**src/rtl/multicycle_controller_pkg.sv**
```systemverilog
`default_nettype none
// ============================================================================
// Module      : multicycle_controller_pkg
// Description : Shared encodings for the RV32I-subset controllers: opcode and
//               funct field constants, ALU / ImmSrc / ResultSrc / operand-mux
//               encodings, main-FSM state codes and the branch-condition
//               helper. The single-cycle and pipelined controllers use the
//               same encodings.
// Ports       : none (package)
// Revision    : 1.0 - initial release
// ============================================================================
package multicycle_controller_pkg;

    // Opcodes (IR[6:0])
    localparam logic [6:0] c_OP_LW   = 7'b0000011;
    localparam logic [6:0] c_OP_SW   = 7'b0100011;
    localparam logic [6:0] c_OP_R    = 7'b0110011;
    localparam logic [6:0] c_OP_I    = 7'b0010011;
    localparam logic [6:0] c_OP_BR   = 7'b1100011;
    localparam logic [6:0] c_OP_JAL  = 7'b1101111;
    localparam logic [6:0] c_OP_JALR = 7'b1100111;
    localparam logic [6:0] c_OP_LUI  = 7'b0110111;

    // ALU funct3 values
    localparam logic [2:0] c_F3_ADD  = 3'b000;
    localparam logic [2:0] c_F3_SLL  = 3'b001;
    localparam logic [2:0] c_F3_SLT  = 3'b010;
    localparam logic [2:0] c_F3_SLTU = 3'b011;
    localparam logic [2:0] c_F3_XOR  = 3'b100;
    localparam logic [2:0] c_F3_SR   = 3'b101;
    localparam logic [2:0] c_F3_OR   = 3'b110;
    localparam logic [2:0] c_F3_AND  = 3'b111;

    // Branch / jalr funct3 values
    localparam logic [2:0] c_F3_BEQ  = 3'b000;
    localparam logic [2:0] c_F3_BNE  = 3'b001;
    localparam logic [2:0] c_F3_BLT  = 3'b100;
    localparam logic [2:0] c_F3_BGE  = 3'b101;
    localparam logic [2:0] c_F3_JALR = 3'b000;

    // funct7 values
    localparam logic [6:0] c_F7_BASE = 7'b0000000;
    localparam logic [6:0] c_F7_ALT  = 7'b0100000;

    // ALUControl
    localparam logic [2:0] c_ALU_ADD  = 3'b000;
    localparam logic [2:0] c_ALU_SUB  = 3'b001;
    localparam logic [2:0] c_ALU_AND  = 3'b010;
    localparam logic [2:0] c_ALU_OR   = 3'b011;
    localparam logic [2:0] c_ALU_XOR  = 3'b100;
    localparam logic [2:0] c_ALU_SLT  = 3'b101;
    localparam logic [2:0] c_ALU_SLTU = 3'b110;

    // ALUOp: how the ALU decoder picks the operation
    localparam logic [1:0] c_ALUOP_ADD   = 2'b00;
    localparam logic [1:0] c_ALUOP_SUB   = 2'b01;
    localparam logic [1:0] c_ALUOP_FUNCT = 2'b10;

    // ImmSrc
    localparam logic [2:0] c_IMM_I = 3'b000;
    localparam logic [2:0] c_IMM_S = 3'b001;
    localparam logic [2:0] c_IMM_B = 3'b010;
    localparam logic [2:0] c_IMM_J = 3'b011;
    localparam logic [2:0] c_IMM_U = 3'b100;

    // ResultSrc
    localparam logic [1:0] c_RES_ALUOUT    = 2'b00;
    localparam logic [1:0] c_RES_MEMDATA   = 2'b01;
    localparam logic [1:0] c_RES_ALURESULT = 2'b10;
    localparam logic [1:0] c_RES_IMMEXT    = 2'b11;

    // ALUSrcA / ALUSrcB
    localparam logic [1:0] c_SRCA_PC    = 2'b00;
    localparam logic [1:0] c_SRCA_OLDPC = 2'b01;
    localparam logic [1:0] c_SRCA_REGA  = 2'b10;
    localparam logic [1:0] c_SRCB_REGB  = 2'b00;
    localparam logic [1:0] c_SRCB_IMM   = 2'b01;
    localparam logic [1:0] c_SRCB_FOUR  = 2'b10;

    // Main-FSM state codes
    typedef logic [3:0] state_t;
    localparam state_t c_S_IDLE     = 4'd0;
    localparam state_t c_S_FETCH    = 4'd1;
    localparam state_t c_S_DECODE   = 4'd2;
    localparam state_t c_S_MEMADR   = 4'd3;
    localparam state_t c_S_MEMREAD  = 4'd4;
    localparam state_t c_S_MEM_WB   = 4'd5;
    localparam state_t c_S_MEMWRITE = 4'd6;
    localparam state_t c_S_EXEC_R   = 4'd7;
    localparam state_t c_S_EXEC_I   = 4'd8;
    localparam state_t c_S_ALU_WB   = 4'd9;
    localparam state_t c_S_BRANCH   = 4'd10;
    localparam state_t c_S_JALR_ADR = 4'd11;
    localparam state_t c_S_JUMP     = 4'd12;
    localparam state_t c_S_LUI_WB   = 4'd13;
    localparam state_t c_S_ILLEGAL  = 4'd14;
    localparam state_t c_S_HALT     = 4'd15;

    // Branch condition from the SUB flags. Signed overflow is deliberately
    // ignored, so blt/bge use the raw sign bit. Unknown funct3: not taken.
    function automatic logic branch_taken(input logic [2:0] funct3,
                                          input logic       zero,
                                          input logic       neg);
        logic taken;
        case (funct3)
            c_F3_BEQ: taken = zero;
            c_F3_BNE: taken = ~zero;
            c_F3_BLT: taken = neg;
            c_F3_BGE: taken = ~neg;
            default:  taken = 1'b0;
        endcase
        return taken;
    endfunction

endpackage
`default_nettype wire

```
**src/rtl/mc_alu_decoder.sv**
```systemverilog
`default_nettype none
// ============================================================================
// Module      : mc_alu_decoder
// Description : Combinational ALU decoder for the multicycle controller.
//               ALUOp 00 -> ADD, 01 -> SUB, 10 -> decode from funct3/funct7.
//               The unsupported flag marks R/I-type encodings that this core
//               does not implement (shifts, unknown funct7); it depends only
//               on the instruction fields so DECODE can use it directly.
// Ports       : op[6:0], funct3[2:0], funct7[6:0], ALUOp[1:0] (in)
//               ALUControl[2:0], unsupported (out)
// Revision    : 1.0 - initial release
// ============================================================================
module mc_alu_decoder
    import multicycle_controller_pkg::*;
(
    input  logic [6:0] op,
    input  logic [2:0] funct3,
    input  logic [6:0] funct7,
    input  logic [1:0] ALUOp,
    output logic [2:0] ALUControl,
    output logic       unsupported
);

    logic w_is_r;
    logic w_is_alu;
    logic w_bad_f7;
    logic w_bad_f3;

    assign w_is_r   = (op == c_OP_R);
    assign w_is_alu = w_is_r || (op == c_OP_I);
    assign w_bad_f7 = w_is_r && (funct7 != c_F7_BASE) && (funct7 != c_F7_ALT);
    assign w_bad_f3 = (funct3 == c_F3_SLL) || (funct3 == c_F3_SR);

    assign unsupported = w_is_alu && (w_bad_f3 || w_bad_f7);

    always_comb begin
        ALUControl = c_ALU_ADD;
        case (ALUOp)
            c_ALUOP_SUB: ALUControl = c_ALU_SUB;
            c_ALUOP_FUNCT: begin
                case (funct3)
                    // I-type funct7 bits are immediate bits, so only R-type
                    // can select SUB.
                    c_F3_ADD:  ALUControl = (w_is_r && funct7 == c_F7_ALT) ? c_ALU_SUB : c_ALU_ADD;
                    c_F3_AND:  ALUControl = c_ALU_AND;
                    c_F3_OR:   ALUControl = c_ALU_OR;
                    c_F3_XOR:  ALUControl = c_ALU_XOR;
                    c_F3_SLT:  ALUControl = c_ALU_SLT;
                    c_F3_SLTU: ALUControl = c_ALU_SLTU;
                    default:   ALUControl = c_ALU_ADD;
                endcase
            end
            default: ALUControl = c_ALU_ADD;
        endcase
    end

endmodule
`default_nettype wire

```
**src/rtl/multicycle_controller.sv**
```systemverilog
`default_nettype none
// ============================================================================
// Module      : multicycle_controller
// Description : Main FSM for the multicycle RV32I-subset core. Sequences the
//               shared ALU and unified memory per instruction, waiting on
//               MemReady for every fetch and data access.
// Parameters  : ILLEGAL_HALT - 1: unsupported encoding parks in HALT until
//               reset; 0: unsupported encoding returns to FETCH.
// Ports       : clk, rst (async, active-low), op, funct3, funct7, Zero, Neg,
//               MemReady (in); MemReq, AdrSrc, MemWrite, IRWrite, PCWrite,
//               RegWrite, ResultSrc, ALUSrcA, ALUSrcB, ALUControl, ImmSrc,
//               IllegalInstr, InstrRetired (out)
// Revision    : 1.0 - initial release
// ============================================================================
module multicycle_controller
    import multicycle_controller_pkg::*;
#(
    parameter bit ILLEGAL_HALT = 1'b0
) (
    input  logic       clk,
    input  logic       rst,
    input  logic [6:0] op,
    input  logic [2:0] funct3,
    input  logic [6:0] funct7,
    input  logic       Zero,
    input  logic       Neg,
    input  logic       MemReady,
    output logic       MemReq,
    output logic       AdrSrc,
    output logic       MemWrite,
    output logic       IRWrite,
    output logic       PCWrite,
    output logic       RegWrite,
    output logic [1:0] ResultSrc,
    output logic [1:0] ALUSrcA,
    output logic [1:0] ALUSrcB,
    output logic [2:0] ALUControl,
    output logic [2:0] ImmSrc,
    output logic       IllegalInstr,
    output logic       InstrRetired
);

    state_t     r_state;
    state_t     w_next_state;
    logic [1:0] w_aluop;
    logic       w_unsupported;

    mc_alu_decoder u_alu_decoder (
        .op          (op),
        .funct3      (funct3),
        .funct7      (funct7),
        .ALUOp       (w_aluop),
        .ALUControl  (ALUControl),
        .unsupported (w_unsupported)
    );

    // State register. Reset is asynchronous so outputs (all Moore on
    // r_state) drop in the same cycle rst goes low.
    always_ff @(posedge clk or negedge rst) begin
        if (!rst) begin
            r_state <= c_S_IDLE;
        end else begin
            r_state <= w_next_state;
        end
    end

    // Next-state logic
    always_comb begin
        w_next_state = r_state;
        case (r_state)
            c_S_IDLE:     w_next_state = c_S_FETCH;
            c_S_FETCH:    w_next_state = MemReady ? c_S_DECODE : c_S_FETCH;
            c_S_DECODE: begin
                case (op)
                    c_OP_LW,
                    c_OP_SW:   w_next_state = c_S_MEMADR;
                    c_OP_R:    w_next_state = w_unsupported ? c_S_ILLEGAL : c_S_EXEC_R;
                    c_OP_I:    w_next_state = w_unsupported ? c_S_ILLEGAL : c_S_EXEC_I;
                    c_OP_BR:   w_next_state = c_S_BRANCH;
                    c_OP_JAL:  w_next_state = c_S_JUMP;
                    c_OP_JALR: w_next_state = (funct3 == c_F3_JALR) ? c_S_JALR_ADR : c_S_ILLEGAL;
                    c_OP_LUI:  w_next_state = c_S_LUI_WB;
                    default:   w_next_state = c_S_ILLEGAL;
                endcase
            end
            c_S_MEMADR:   w_next_state = (op == c_OP_LW) ? c_S_MEMREAD : c_S_MEMWRITE;
            c_S_MEMREAD:  w_next_state = MemReady ? c_S_MEM_WB : c_S_MEMREAD;
            c_S_MEM_WB:   w_next_state = c_S_FETCH;
            c_S_MEMWRITE: w_next_state = MemReady ? c_S_FETCH : c_S_MEMWRITE;
            c_S_EXEC_R,
            c_S_EXEC_I:   w_next_state = c_S_ALU_WB;
            c_S_ALU_WB:   w_next_state = c_S_FETCH;
            c_S_BRANCH:   w_next_state = c_S_FETCH;
            c_S_JALR_ADR: w_next_state = c_S_JUMP;
            c_S_JUMP:     w_next_state = c_S_ALU_WB;
            c_S_LUI_WB:   w_next_state = c_S_FETCH;
            c_S_ILLEGAL:  w_next_state = ILLEGAL_HALT ? c_S_HALT : c_S_FETCH;
            c_S_HALT:     w_next_state = c_S_HALT;
            default:      w_next_state = c_S_IDLE;
        endcase
    end

    // Output logic. Every output defaults to its IDLE/HALT value of 0.
    always_comb begin
        MemReq       = 1'b0;
        AdrSrc       = 1'b0;
        MemWrite     = 1'b0;
        IRWrite      = 1'b0;
        PCWrite      = 1'b0;
        RegWrite     = 1'b0;
        ResultSrc    = c_RES_ALUOUT;
        ALUSrcA      = c_SRCA_PC;
        ALUSrcB      = c_SRCB_REGB;
        ImmSrc       = c_IMM_I;
        IllegalInstr = 1'b0;
        InstrRetired = 1'b0;
        w_aluop      = c_ALUOP_ADD;
        case (r_state)
            c_S_FETCH: begin
                // PC+4 goes straight from the ALU into PC while IR loads.
                MemReq    = 1'b1;
                ALUSrcB   = c_SRCB_FOUR;
                ResultSrc = c_RES_ALURESULT;
                IRWrite   = MemReady;
                PCWrite   = MemReady;
            end
            c_S_DECODE: begin
                // Speculatively compute the jump/branch target into ALUOut.
                ALUSrcA = c_SRCA_OLDPC;
                ALUSrcB = c_SRCB_IMM;
                ImmSrc  = (op == c_OP_JAL) ? c_IMM_J : c_IMM_B;
            end
            c_S_MEMADR: begin
                ALUSrcA = c_SRCA_REGA;
                ALUSrcB = c_SRCB_IMM;
                ImmSrc  = (op == c_OP_SW) ? c_IMM_S : c_IMM_I;
            end
            c_S_MEMREAD: begin
                MemReq = 1'b1;
                AdrSrc = 1'b1;
            end
            c_S_MEM_WB: begin
                ResultSrc    = c_RES_MEMDATA;
                RegWrite     = 1'b1;
                InstrRetired = 1'b1;
            end
            c_S_MEMWRITE: begin
                MemReq       = 1'b1;
                AdrSrc       = 1'b1;
                MemWrite     = 1'b1;
                InstrRetired = MemReady;
            end
            c_S_EXEC_R: begin
                ALUSrcA = c_SRCA_REGA;
                w_aluop = c_ALUOP_FUNCT;
            end
            c_S_EXEC_I: begin
                ALUSrcA = c_SRCA_REGA;
                ALUSrcB = c_SRCB_IMM;
                w_aluop = c_ALUOP_FUNCT;
            end
            c_S_ALU_WB: begin
                RegWrite     = 1'b1;
                InstrRetired = 1'b1;
            end
            c_S_BRANCH: begin
                // ALUOut still holds the target computed in DECODE.
                ALUSrcA      = c_SRCA_REGA;
                w_aluop      = c_ALUOP_SUB;
                PCWrite      = branch_taken(funct3, Zero, Neg);
                InstrRetired = 1'b1;
            end
            c_S_JALR_ADR: begin
                ALUSrcA = c_SRCA_REGA;
                ALUSrcB = c_SRCB_IMM;
            end
            c_S_JUMP: begin
                // PC <- target in ALUOut while the ALU forms OldPC+4 for rd.
                PCWrite = 1'b1;
                ALUSrcA = c_SRCA_OLDPC;
                ALUSrcB = c_SRCB_FOUR;
            end
            c_S_LUI_WB: begin
                ImmSrc       = c_IMM_U;
                ResultSrc    = c_RES_IMMEXT;
                RegWrite     = 1'b1;
                InstrRetired = 1'b1;
            end
            c_S_ILLEGAL: IllegalInstr = 1'b1;
            default: ;
        endcase
    end

endmodule
`default_nettype wire

```
**config.mk**
```make
export PLATFORM = sky130hd
export DESIGN_NAME = multicycle_controller
export DESIGN_NICKNAME = d
export VERILOG_FILES = /design/src/rtl/multicycle_controller_pkg.sv /design/src/rtl/mc_alu_decoder.sv /design/src/rtl/multicycle_controller.sv
export SDC_FILE = /design/constraint.sdc
export NUM_CORES = 1
export LEC_CHECK = 0
export BUFFER_PORTS_ARGS = -buffer_cell sky130_fd_sc_hd__buf_2
export CAP_MARGIN = 20
export CORE_MARGIN = 2
export CORE_UTILIZATION = 50
export DETAILED_ROUTE_END_ITERATION = 10
export HOLD_SLACK_MARGIN = 0.05
export PLACE_DENSITY = 0.86
export SYNTH_ARGS = -nofsm -noshare
export SYNTH_HDL_FRONTEND = slang
export SYNTH_HIERARCHICAL = 1
export SYNTH_SLANG_ARGS = --single-unit
```
**constraint.sdc**
```tcl
create_clock -name clk -period 2.9 [get_ports clk]
set_input_delay 0.145 -clock clk [delete_from_list [all_inputs] [get_ports clk]]
set_output_delay 0.145 -clock clk [all_outputs]
set_load 0.01 [all_outputs]
```
==> impl_metrics.csv, run 1 <==
group,metric,value,unit
logic_synthesis,synthTopCellsByArea,"dfrtp_1, nor2_1, a21oi_1, nand2_1, nor4b_2",
clocking,htreeDepth,1,
pwr,p_per_area,706.8,mW/mm^2
global_route,grt_usage,23.37,%
place,port_buffers,41,
sta,layout_setup_ws,0.1936,ns
route,vias,1121,
global_route,gr-total-overflow,0,
sta,rsz0062_at_grt,"false",
worst_setup_path,r2r_end,"r_state[2]$_DFF_PN0_",
sta,post-route-min-period,2.706,ns
finish,seq_area,101.3,sq um
logic_synthesis,yosysTopAreaCellShare,11.40,%
place,preCtsSetupSlack,0.4432,ns
finish,syn2layout_area_growth,24.36,%
outcome,status,"finished clean",
finish,design_area,0.001092,sq mm
clocking,cts.sinks,4,
pwr,ir_drop,0.5189,mV
route,via_per_inst,6.406,
sta,fin_hold_ws,0.2429,ns
route,drt_iter0_drc,36,
global_route,antenna_found_initial,0,
finish,num_antenna_cells,0,
job,drv_cap,0,
finish,largest_reg_flops,4,
worst_setup_path,setup.worst_path.end_class,"output pin",
route,wire_per_inst,14.06,microns
worst_setup_path,worstReg2RegStart,"r_state[1]$_DFF_PN0_",
worst_setup_path,crit_chain,"or2b_1 -> nor2_1 -> inv_1 -> ha_1 -> nor4b_2 -> nand4b_1 -> o32ai_1 -> buf_2",
sta,min_period_over_period,93.32,%
sta,finalSetupViolations,0,
floorplanning,initial_utilization,52.00,%
place,globalplace.congestion,0.8573,
sta,slew_violations,0,
route,first_pass_iters,4,
route,drc,0,
worst_setup_path,reg2reg_slack,1.25,ns
worst_setup_path,critical_path.max_stage_delay,0.62,ns
worst_setup_path,critPathTopFamily,"simple AND/OR/NAND/NOR gates",
logic_synthesis,postSynthCellCount,120,
floorplanning,coreArea,0.001689,sq mm
logic_synthesis,synth-edff-count,0,
worst_setup_path,startpoint_type,"flop",
logic_synthesis,ys_types,55,
route,ant_nets,0,
floorplanning,io_pins,42,
finish,fill_cells,157,
floorplanning,die_w,45.91,microns
place,dp_hpwl,1.835,mm
sta,max_freq,0.3695,GHz
clocking,clk-insertion-delay-late,0.23,ns
clocking,clkSlewWorstSetupHoldPaths,0.03,ns
global_route,grt_max_degree,24,
clocking,clock_path_buffers,2,
logic_synthesis,syn_avg_cell_area,7.320,sq um
logic_synthesis,ys.flop_type,"dfrtp_1",
finish,multi_input_area,709.4,sq um
sta,relSlewSlack,68.92,%
clocking,cts_setup_buffers,0,
finish,top_register,"r_state",
logic_synthesis,synth_top_area_cell,"dfrtp_1",
sta,worst_slew_pin_slew,0.4662,ns
worst_hold_path,hp-class,"in -> async",
finish,reg.largest.list,"r_state (4)",
floorplanning,rows,15,
logic_synthesis,mappedNetlistNets,144,
sta,setup-tns-final,0,ns
worst_setup_path,arrival,2.56,ns
worst_setup_path,critPathRequiredTime,2.76,ns
logic_synthesis,syn_area,878.3,sq um
finish,fin_cells,175,
sta,skew,0.0001573,ns
worst_setup_path,crit_type,"reg -> out",
pwr,p_leak,0.4998,nW
global_route,grt_pass1_wl,3.753,mm
logic_synthesis,yosys_warnings,6,
clocking,numCtsBuffers,3,
global_route,grt_pass1_vias,937,
worst_setup_path,crit_fanout,17,
finish,drive_above_1_share,37.34,%
logic_synthesis,synth_seq_area_share,11.40,%
clocking,clockRootBuffer,"clkbuf_4",
finish,layout.nets,184,
worst_setup_path,path_buf_inv,2,
place,dpl.cell_count,171,
worst_setup_path,cp_slowest_cell,"dfrtp_1",
floorplanning,die-height,45.91,microns
sta,hold_viol,0,
logic_synthesis,synthArstFlopShare,100.0,%
route,drt-total-wl,2.461,mm
logic_synthesis,yosys_register_bits,4,
worst_setup_path,rr_worst_depth,4,
clocking,cts_tree,"built",
place,dpl_cell_area,0.001059,sq mm
floorplanning,dieArea,0.002108,sq mm
==> worst max-delay path by stage <==
stage                               startpoint       endpoint  depth (start not counted)
after global routing      r_state[1]$_DFF_PN0_  ALUControl[0]                          8
after CTS                 r_state[0]$_DFF_PN0_  ALUControl[0]                          8
after detailed placement  r_state[0]$_DFF_PN0_  ALUControl[0]                          8
after global placement    r_state[0]$_DFF_PN0_  ALUControl[0]                          8
final                     r_state[1]$_DFF_PN0_  ALUControl[0]                          8
after floorplan           r_state[1]$_DFF_PN0_  ALUControl[0]                          7
==> area by class of cell <==
class	instances	share of cell area, %
inverter	6	2.062
tap	17	1.947
sequential	4	9.278
multi-input combinational	103	64.95
timing repair buffer	42	19.70
clock buffer	3	2.062
==> power breakdown <==
| part | switching, mW | leakage [nW] | internal, mW | total, mW |
|---|---|---|---|---|
| combinational | 0.290 | 0.438 | 0.236 | 0.526 |
| clock | 0.0195 | 0.0138 | 0.0461 | 0.0655 |
| sequential | 0.0987 | 0.0485 | 0.0813 | 0.180 |
==> layout by cell type, fill, tap and decap left out, drive strengths merged, types with 2 or more instances in the layout <==
cell	instances
a2111oi	2
a211oi	2
a21oi	9
a31oi	2
buf	41
clkbuf	3
dfrtp	4
ha	2
inv	6
mux2i	2
nand2	11
nand2b	4
nand3	2
nand3b	2
nor2	16
nor3	3
nor4	5
nor4b	2
o211ai	3
o21ai	6
o32ai	2
or2	3
or2b	2
or3	3
==> kinds of logic (layout without fill, tap and decap cells) <==
logic type / count (synthesis) / in the layout / share of synthesized area (%)
AND/OR/NAND/NOR: 60 / 60 / 41.31
AO/OA/AOI/OAI: 37 / 37 / 32.05
buffers and inverters: 13 / 51 / 7.834
flip-flops: 4 / 4 / 11.40
multiplexers: 3 / 3 / 3.561
adder cells (fa/ha/maj): 2 / 2 / 2.849
XOR/XNOR: 1 / 1 / 0.9973
==> stage by stage <==
stage	total power, mW	util [%]
3_5_place_dp	0.6975	62.67
2_1_floorplan	0.5297	-
4_1_cts	0.7721	64.59
3_3_place_gp	0.6769	62.67
6_report	0.7720	64.67
5_1_grt	0.8370	64.67
==> synthesized netlist by cell type, types with 3 or more instances <==
| library cell | instances |
|---|---|
| nand2_1 | 11 |
| inv_1 | 5 |
| nand2b_1 | 3 |
| dfrtp_1 | 4 |
| buf_2 | 4 |
| nor4_1 | 4 |
| a21oi_1 | 9 |
| nor2_1 | 16 |
| o21ai_0 | 4 |
==> worst reg2reg max path, cell delays in order (launching register included) <==
cell and delay [ns]:
dfrtp_1 0.62, or4b_4 0.58, inv_1 0.14, o211ai_1 0.10, o211ai_1 0.12
==> routing by layer <==
| metal | up-vias | track usage, % | share of wire [%] |
|---|---|---|---|
| li1 | 538 | - | - |
| met1 | 509 | 28.88 | 39 |
| met2 | 70 | 41.11 | 52 |
| met3 | 4 | 1.984 | 8.1 |
| met4 | 0 | 9.143 | 1.1 |
| met5 | - | 0 | 0 |
==> what timing repair did <==
| item | CTS | global route |
|---|---|---|
| gates resized for setup | 0 | 1 |
| hold endpoints to repair | 4 | 0 |
| hold buffers | 1 | 0 |
| endpoints found under the setup margin | 0 | 1 |
Power figures use the tool's default switching activity.
==> run 2, diff against run 1 <==
--- a/config.mk
+++ b/config.mk
@@ -12,6 +12,7 @@
 export DETAILED_ROUTE_END_ITERATION = 10
 export HOLD_SLACK_MARGIN = 0.05
 export PLACE_DENSITY = 0.86
+export RECOVER_POWER = 100
 export SYNTH_ARGS = -nofsm -noshare
 export SYNTH_HDL_FRONTEND = slang
 export SYNTH_HIERARCHICAL = 1
==> impl_metrics.csv, run 2 (synthesis gave the netlist of run 1 again) <==
group,metric,value,unit
outcome,status,"finished clean",
finish,drive_above_1_share,22.78,%
pwr,totalPowerFinal,736.5,uW
place,dpl.cell_count,171,
sta,slew_violations,0,
floorplanning,die-height,45.91,microns
clocking,cts_tree,"built",
worst_setup_path,critPathRequiredTime,2.76,ns
finish,num_antenna_cells,0,
floorplanning,die_w,45.91,microns
sta,min_period_over_period,92.39,%
clocking,clk-insertion-delay-late,0.23,ns
finish,layout_common_cells,"buf_2, clkbuf_1, nor2_1, nand2_1, a21oi_1",
clocking,htreeDepth,1,
pwr,ir_drop,0.4805,mV
worst_setup_path,critical_path.max_stage_delay,0.60,ns
finish,top_register,"r_state",
sta,relSlewSlack,67.02,%
finish,reg.largest.list,"r_state (4)",
floorplanning,dieArea,0.002108,sq mm
global_route,grt_max_degree,24,
sta,skew,0.0008129,ns
pwr,p_sw_share,54.57,%
finish,syn2layout_area_growth,18.09,%
global_route,gr-total-overflow,0,
floorplanning,io_pins,42,
worst_setup_path,cp_slowest_cell,"dfrtp_1",
pwr,seq_power_share,23.6,%
floorplanning,coreArea,0.001689,sq mm
sta,rsz0062_at_grt,"false",
clocking,cts.sinks,4,
finish,largest_reg_flops,4,
sta,hold_viol,0,
route,drt-total-wl,2.451,mm
job,drv_cap,0,
sta,post-route-min-period,2.679,ns
route,wire_per_inst,14.01,microns
sta,worst_slew_pin_slew,0.4823,ns
finish,layout.nets,184,
pwr,pwr-share-clk,8.9,%
floorplanning,rows,15,
worst_setup_path,arrival,2.53,ns
pwr,p_int,334.6,uW
place,dp_hpwl,1.835,mm
sta,max_freq,0.3732,GHz
clocking,clockRootBuffer,"clkbuf_4",
finish,final_common_cell,"buf_2",
clocking,clkSlewWorstSetupHoldPaths,0.04,ns
sta,layout_setup_ws,0.2208,ns
route,first_pass_iters,4,
place,preCtsSetupSlack,0.4432,ns
sta,setup-tns-final,0,ns
finish,fin_cells,175,
clocking,clock_path_buffers,2,
sta,finalSetupViolations,0,
global_route,grt_usage,23.37,%
route,vias,1127,
place,port_buffers,41,
place,globalplace.congestion,0.8573,
clocking,numCtsBuffers,3,
worst_setup_path,crit_chain,"or2b_1 -> nor2_1 -> inv_1 -> ha_1 -> nor4b_2 -> nand4b_1 -> o32ai_1 -> buf_2",
global_route,grt_pass1_vias,937,
route,via_per_inst,6.440,
worst_setup_path,crit_type,"reg -> out",
global_route,antenna_found_initial,0,
pwr,p_sw,401.9,uW
pwr,p_leak,0.4238,nW
route,drc,0,
global_route,grt_pass1_wl,3.753,mm
finish,utilization,61.41,%
pwr,power_frac_comb,67.4,%
worst_setup_path,crit_fanout,17,
floorplanning,initial_utilization,52.00,%
route,ant_nets,0,
worst_setup_path,startpoint_type,"flop",
worst_hold_path,hp-class,"in -> async",
route,drt_iter0_drc,35,
worst_setup_path,setup.worst_path.end_class,"output pin",
pwr,p_per_area,710.1,mW/mm^2
-- run 2: cell types whose count changed in the layout (fill, tap and decap cells not counted) --
| cell | previous run | this run |
|---|---|---|
| buf_2 | 41 | 22 |
| clkbuf_1 | 0 | 19 |
| a2111oi_0 | 0 | 1 |
| a2111oi_4 | 1 | 0 |
| nand2b_1 | 3 | 4 |
| nand2b_2 | 1 | 0 |
| nor4b_1 | 0 | 1 |
| nor4b_2 | 2 | 1 |
| or4b_1 | 0 | 1 |
| or4b_4 | 1 | 0 |
-- run 2: worst max-delay path, delay by kind of cell (launching register included) --
| kind | cells | cell delay (ns) |
|---|---|---|
| compound gates | 1 | 0.23 |
| fa+ha+maj | 1 | 0.34 |
| buf+inv | 2 | 0.25 |
| flops | 1 | 0.60 |
| simple gates | 4 | 0.88 |
-- run 2: what timing repair did --
action                                  4_1_cts  5_1_grt
endpoints found under the setup margin        0        1
hold buffers                                  1        0
hold endpoints to repair                      4        0
gates resized for setup                       0        1
buffers inserted                              0        0
-- run 2: final timing paths --
kind,startpoint,slack [ns],to,cells after the start
worst min-delay path,rst,0.26,r_state[1]$_DFF_PN0_,2
worst max register to register,r_state[1]$_DFF_PN0_,1.03,r_state[1]$_DFF_PN0_,4
min in group clk,op[2],0.31,r_state[2]$_DFF_PN0_,3
max in group asynchronous,rst,2.44,r_state[0]$_DFF_PN0_,2
worst max-delay path,r_state[1]$_DFF_PN0_,0.22,ALUControl[0],8
worst min register to register,r_state[2]$_DFF_PN0_,0.81,r_state[0]$_DFF_PN0_,2
-- run 2: power by group through the flow --
stage          Sequential (mW)  Combinational [mW]  Clock (mW)
2_1_floorplan            0.101               0.429           0
3_3_place_gp             0.166               0.511           0
3_5_place_dp             0.173               0.524           0
4_1_cts                  0.172               0.529      0.0710
5_1_grt                  0.186               0.546      0.0702
6_report                 0.174               0.497      0.0659
-- run 2: layer usage --
layer  up-vias  GRT usage [%]  routed length (microns)
met5         -              0                        0
met4         0          9.143                       28
met3         4          1.984                      170
met2        56          41.11                     1290
met1       535          28.88                      961
li1        532              -                        -
-- run 2: final cells by class --
| cell class | count | area, sq um |
|---|---|---|
| inverters | 6 | 22.52 |
| well taps | 17 | 21.27 |
| multi-input cells | 103 | 678.2 |
| flip-flops and latches | 4 | 101.3 |
| repair buffers | 42 | 191.4 |
| clock buffers | 3 | 22.52 |
| fillers | 172 | 651.9 |
-- run 2: through the flow --
stage	cell area, sq um	hold WS (ns)
after CTS	1091	0.2370
after global placement	1059	-0.05116
after global routing	1037	0.3067
after detailed placement	1059	-0.04956
final	1037	0.2649
after floorplan	878.3	-0.1506
